File: config.mk
export PLATFORM = sky130hd
export DESIGN_NAME = piradip_bit_frame_sync
export DESIGN_NICKNAME = d
export VERILOG_FILES = /design/src/rtl/piradip_bit_frame_sync.sv
export SDC_FILE = /design/constraint.sdc
export NUM_CORES = 1
export LEC_CHECK = 0
export ABC_AREA = 1
export CORE_UTILIZATION = 45
export DETAILED_ROUTE_END_ITERATION = 8
export PLACE_DENSITY_LB_ADDON = 0.15
export SYNTH_ARGS = -nofsm -noshare
export SYNTH_HDL_FRONTEND = slang
export SYNTH_SLANG_ARGS = --single-unit
File: constraint.sdc
create_clock -name clk -period 39.7 [get_ports clk]
set_input_delay 3.97 -clock clk [delete_from_list [all_inputs] [get_ports clk]]
set_output_delay 3.97 -clock clk [all_outputs]
set_load 0.05 [all_outputs]
File: src/rtl/piradip_bit_frame_sync.sv
// piradip_bit_frame_sync
// Frame synchroniser for a one-bit piradip_bit_stream. It hunts for SYNC_WORD,
// strips every sync word, and forwards only the FRAME_BITS payload bits of
// each frame. Before each frame's payload, align pulses for one cycle so that
// the downstream piradip_bit_to_stream packer can start a new word there.
// After lock, a missed sync word is flywheeled: the frame window stays where
// it was. Lock is dropped after MISS_LIMIT consecutive misses.
//
// Handshake: a beat moves on a stream when tvalid & tready are both high at
// posedge clk. A source holds tdata/tlast steady while tvalid is high and
// tready is low. tready never depends on tvalid on the same stream. Here
// bits_in is always ready in HUNT/CHECK, never ready in ALIGN, and in PAYLOAD
// it mirrors bits_out_tready, with data passing straight through.
module piradip_bit_frame_sync #(
  parameter int                    SYNC_WIDTH = 32,
  parameter logic [SYNC_WIDTH-1:0] SYNC_WORD  = 32'h1ACFFC1D,
  parameter int                    FRAME_BITS = 1024,
  parameter int                    MISS_LIMIT = 3,
  parameter int                    MAX_ERRORS = 0
) (
  input  logic        clk,
  input  logic        rstn,
  // piradip_bit_stream subordinate (tlast is not used)
  input  logic        bits_in_tvalid,
  output logic        bits_in_tready,
  input  logic        bits_in_tdata,
  input  logic        bits_in_tlast,
  // piradip_bit_stream manager (payload only)
  output logic        bits_out_tvalid,
  input  logic        bits_out_tready,
  output logic        bits_out_tdata,
  output logic        bits_out_tlast,
  // status
  output logic        align,
  output logic        locked,
  output logic        sync_lost,
  output logic [15:0] miss_count,
  // FSM state for observation: 0 HUNT, 1 ALIGN, 2 PAYLOAD, 3 CHECK
  output logic [1:0]  fsm_state
);

  typedef enum logic [1:0] {
    HUNT    = 2'd0,
    ALIGN   = 2'd1,
    PAYLOAD = 2'd2,
    CHECK   = 2'd3
  } state_t;

  localparam int CNT_W = $clog2(SYNC_WIDTH + 1);
  localparam int PAY_W = $clog2(FRAME_BITS);
  localparam int RUN_W = $clog2(MISS_LIMIT + 1);

  // HUNT needs SYNC_WIDTH-1 earlier bits plus the current one before a match
  // counts, so the cleared history register cannot produce a false lock.
  localparam logic [CNT_W-1:0] FILL_MIN  = CNT_W'(SYNC_WIDTH - 1);
  localparam logic [CNT_W-1:0] FILL_FULL = CNT_W'(SYNC_WIDTH);
  localparam logic [CNT_W-1:0] CHK_LAST  = CNT_W'(SYNC_WIDTH - 1);
  localparam logic [PAY_W-1:0] PAY_LAST  = PAY_W'(FRAME_BITS - 1);
  localparam logic [RUN_W-1:0] RUN_LIMIT = RUN_W'(MISS_LIMIT);

  state_t                state;
  state_t                next_state;

  // The candidate word is made from the incoming bit and the previous
  // SYNC_WIDTH-1 bits, so only those bits need to be stored.
  logic [SYNC_WIDTH-2:0] sr;
  logic [SYNC_WIDTH-1:0] cand;
  logic [CNT_W-1:0]      fill;
  logic [CNT_W-1:0]      bit_cnt;
  logic [PAY_W-1:0]      pay_cnt;
  logic [RUN_W-1:0]      miss_run;
  logic [RUN_W-1:0]      miss_run_inc;

  logic                  xfer_in;
  logic                  match;
  logic                  fill_ok;
  logic                  last_payload;
  logic                  check_done;
  logic                  run_exhausted;
  logic                  tlast_unused;

  // Number of bit positions where v is 1, i.e. the Hamming weight.
  function automatic int hamming(input logic [SYNC_WIDTH-1:0] v);
    int n;
    n = 0;
    for (int i = 0; i < SYNC_WIDTH; i++) begin
      if (v[i]) n++;
    end
    return n;
  endfunction

  assign tlast_unused  = bits_in_tlast;
  assign xfer_in       = bits_in_tvalid & bits_in_tready;
  assign cand          = {sr, bits_in_tdata};
  assign match         = hamming(cand ^ SYNC_WORD) <= MAX_ERRORS;
  assign fill_ok       = fill >= FILL_MIN;
  assign last_payload  = pay_cnt == PAY_LAST;
  assign check_done    = bit_cnt == CHK_LAST;
  assign miss_run_inc  = miss_run + RUN_W'(1);
  assign run_exhausted = miss_run_inc == RUN_LIMIT;
  assign fsm_state     = state;

  // State register
  always_ff @(posedge clk) begin
    if (!rstn) begin
      state <= HUNT;
    end else begin
      state <= next_state;
    end
  end

  // Next-state logic: all decisions happen on accepted input bits, except
  // ALIGN, which always lasts exactly one cycle.
  always_comb begin
    next_state = state;
    unique case (state)
      HUNT: begin
        if (xfer_in && match && fill_ok) next_state = ALIGN;
      end
      ALIGN: begin
        next_state = PAYLOAD;
      end
      PAYLOAD: begin
        if (xfer_in && last_payload) next_state = CHECK;
      end
      CHECK: begin
        if (xfer_in && check_done) begin
          if (match || !run_exhausted) next_state = ALIGN;
          else                         next_state = HUNT;
        end
      end
      default: next_state = HUNT;
    endcase
  end

  // Output logic: the stream handshakes and the align pulse depend only on
  // the state, except for the pass-through during PAYLOAD.
  always_comb begin
    bits_in_tready  = 1'b0;
    bits_out_tvalid = 1'b0;
    bits_out_tdata  = bits_in_tdata;
    bits_out_tlast  = 1'b0;
    align           = 1'b0;
    unique case (state)
      HUNT:    bits_in_tready = 1'b1;
      ALIGN:   align          = 1'b1;
      PAYLOAD: begin
        bits_in_tready  = bits_out_tready;
        bits_out_tvalid = bits_in_tvalid;
        bits_out_tlast  = last_payload;
      end
      CHECK:   bits_in_tready = 1'b1;
      default: bits_in_tready = 1'b0;
    endcase
  end

  // Datapath: sync history, frame counters, lock and miss bookkeeping. While
  // the input stalls, nothing here changes.
  always_ff @(posedge clk) begin
    if (!rstn) begin
      sr         <= '0;
      fill       <= '0;
      bit_cnt    <= '0;
      pay_cnt    <= '0;
      miss_run   <= '0;
      miss_count <= '0;
      locked     <= 1'b0;
      sync_lost  <= 1'b0;
    end else begin
      sync_lost <= 1'b0;
      unique case (state)
        HUNT: begin
          if (xfer_in) begin
            sr <= cand[SYNC_WIDTH-2:0];
            if (fill != FILL_FULL) fill <= fill + CNT_W'(1);
            if (match && fill_ok) begin
              locked   <= 1'b1;
              miss_run <= '0;
            end
          end
        end
        ALIGN: begin
          pay_cnt <= '0;
        end
        PAYLOAD: begin
          if (xfer_in) begin
            pay_cnt <= pay_cnt + PAY_W'(1);
            if (last_payload) bit_cnt <= '0;
          end
        end
        CHECK: begin
          if (xfer_in) begin
            sr      <= cand[SYNC_WIDTH-2:0];
            bit_cnt <= bit_cnt + CNT_W'(1);
            if (check_done) begin
              if (match) begin
                miss_run <= '0;
              end else begin
                if (miss_count != 16'hFFFF) miss_count <= miss_count + 16'd1;
                if (run_exhausted) begin
                  // Too many misses in a row: give up the window and hunt again.
                  locked    <= 1'b0;
                  sync_lost <= 1'b1;
                  fill      <= '0;
                  miss_run  <= '0;
                end else begin
                  miss_run <= miss_run_inc;
                end
              end
            end
          end
        end
        default: begin
          fill <= '0;
        end
      endcase
    end
  end

endmodule

==> out/results.txt <==
Grt total ovfl: 0
Share of cells above drive strength 1: 0.122
Hold Path Class: reg2reg
Tcrit/Tclk final: 0.527
Routability cong.: 0.822
Primary FF master, synth: dfxtp_1
Post-DP HPWL: 13800 µm
DP Area: 9020 µm²
Num CTS Buffers: 9
Top cells by area, synth: nand2_1, dfxtp_1, inv_1
ANT cells: 0
Slowest stage cell, crit path: clkdlybuf4s50_1
Latest clock arrival within the worst-skew pair: 0.33 ns
Num rows: 49
CP max FO: 11
Required @ worst endpoint: 39.89 ns
Area leader, netlist: nand2_1
CTS sink count: 75
Final net count: 1568
Power per cell area: 91.0 nW/µm²
Final setup viols: 0
Mean Syn Cell Area: 5.69 µm²
WS Path Type: in2reg
Synthesized netlist cell count: 1496
Number of I/O port buffers: 29
NetSw: 0.501 mW
Top post-synthesis cells by count: nand2_1, inv_1, nand3_1
Clock share of power: 0.088
Sequential cell area: 1500 µm²
Unrepaired setup endpoints after global routing: false
Switching part of the total power: 0.592
CTS tree: built
Number of gates resized after CTS: 0
Lkg Pwr: 4.49 nW
Sequential fraction of the synthesis area: 0.176
Core area: 18300 µm²
CP Capture Type: flip-flop
I/O Pins: 31
First-pass GRT wire length: 31900 µm
Fin util: 0.509
Final non-filler cell area: 9300 µm²
Hold_buf cts: 0
Global router's overall resource usage: 0.186
Hold Vio Cnt, Final: 0
Setup_tns: 0 ns
Via/cell ratio: 4.92
Post-synth EDFFs: 0
Die area: 19500 µm²
Comb pwr share: 0.817
CTS Buffer Depth: 2
Max VDD drop: 0.0000432 V
Total routed wirelength: 17300 µm
Drt wl/cell: 9.84 µm
Clock skew: 0.00518 ns
Post-synthesis register bit count: 75
Area of the multi-input gates: 5980 µm²
Yosys top cell area share: 0.181
Detailed Route Iter0 Violations: 342
Initial core utilization: 0.466
Max-slew violation count: 0
Outcome: complete, no violations
DR pass1 iterations: 4
Largest net degree at the start of global routing: 62
Reg power frac: 0.095
Async set-or-reset flop fraction in the synthesized netlist: 0
Clock root cell: clkbuf_16
DRC: 0
Die span in x: 140 µm
H-tree depth: 3
Crit path DAT: 21.10 ns
Most frequent cell after synthesis: nand2_1
Crit start category: primary input
Number of routed nets with antenna violations: 0
Post-CTS Setup Inserts: 0
Vias in the first global route: 7842
Syn nets: 1542
P_int: 0.345 mW
Max transition margin: 0.378
Vias: 8642
Antenna violations before repair: 0
Worst-margin pin slew: 0.930 ns
Clock slew at reported path FFs: 0.05 ns
Synth unique cells: 46
Crit path top cell by count: nand2_1
Warnings, synthesis: 0
Fmax: 0.0478 GHz
Minimum clock period: 20.91 ns
Largest stage delay, worst path: 0.52 ns
Layout area overhead: 9.23%
Fill cells: 1957
Number of max-cap violations: 0
Die Height: 140 µm
Post-Synthesis Cell Area: 8510 µm²
worst paths after layout:
path / start / to / slack, ns / cells past startpoint
hold / removal: miss_run[1]$_SDFFE_PN0P_ / miss_run[1]$_SDFFE_PN0P_ / 0.48 / 2
setup reg to reg: sr[0]$_SDFFE_PN0P_ / fill[1]$_SDFFE_PN0P_ / 22.71 / 107
hold reg to reg: miss_run[1]$_SDFFE_PN0P_ / miss_run[1]$_SDFFE_PN0P_ / 0.48 / 2
setup / recovery: bits_in_tdata / fill[1]$_SDFFE_PN0P_ / 18.79 / 108
placed cells by master, fill, tap and decap left out, types with 10 or more instances in the layout:
master	instances
nand2_1	410
nand2_2	79
nor2_1	161
o21ai_1	10
nor3_1	13
o21ai_0	42
nand3_2	55
ha_1	40
nand4_1	24
nor2_2	15
xor2_1	12
a21oi_1	60
nand3b_1	13
inv_1	237
nand3_1	169
inv_2	11
dfxtp_1	75
clkdlybuf4s50_1	29
per-layer routing:
metal,vias up,track usage,share of wire
met4,0,0.0561,0.013
met3,16,0.0175,0.029
met2,72,0.326,0.45
li1,4828,-,-
met5,-,0,0
met1,3726,0.241,0.51
stage by stage:
step                      cells  total power, mW  setup WS, ns  hold WS, ns
final                      1756            0.846         18.79        0.484
after global routing       1756            0.979         17.03        0.509
after CTS                  1756            0.854         18.70        0.485
after detailed placement   1740            0.777         18.42        0.477
after global placement     1740            0.758         18.54        0.458
after floorplan            1496            0.683         20.68        0.447
area by class of cell:
cell class,count,area share
Clock buffer,14,0.0284
Clock inverter,2,0.00108
Inverter,253,0.102
Multi-Input combinational cell,1152,0.643
Sequential cell,75,0.162
Tap cell,229,0.0308
Timing Repair Buffer,31,0.0328
critical path: cells and delay by family:
family	cells	cell delay, ns
adders and majority gates	30	8.31
and+or+nand+nor	60	6.26
AOI/OAI and AO/OA	8	1.38
buffers and inverters	10	1.11
state kept, by name, indices dropped and copies added, names as in the netlist:
signal,count
miss_run,2
bit_cnt,6
pay_cnt,10
locked,1
sync_lost,1
fsm_state,2
miss_count,16
sr,31
fill,6
power by group through the flow:
stage          clock network (mW)  logic, mW  registers, mW
2_1_floorplan                   0      0.601         0.0812
3_3_place_gp                    0      0.676         0.0819
3_5_place_dp                    0      0.695         0.0819
4_1_cts                    0.0767      0.697         0.0803
5_1_grt                    0.0800      0.818         0.0807
6_report                   0.0744      0.691         0.0803
cells by family (layout without fill, tap and decap cells):
logic type,count (synthesis),in the layout,share of synthesized area
compound gates,136,136,0.0879
xor+xnor,15,15,0.0154
fa+ha+maj,40,40,0.0588
buf+inv,269,300,0.121
flops,75,75,0.176
simple gates,961,961,0.540
(Power assumes the default switching activity.)
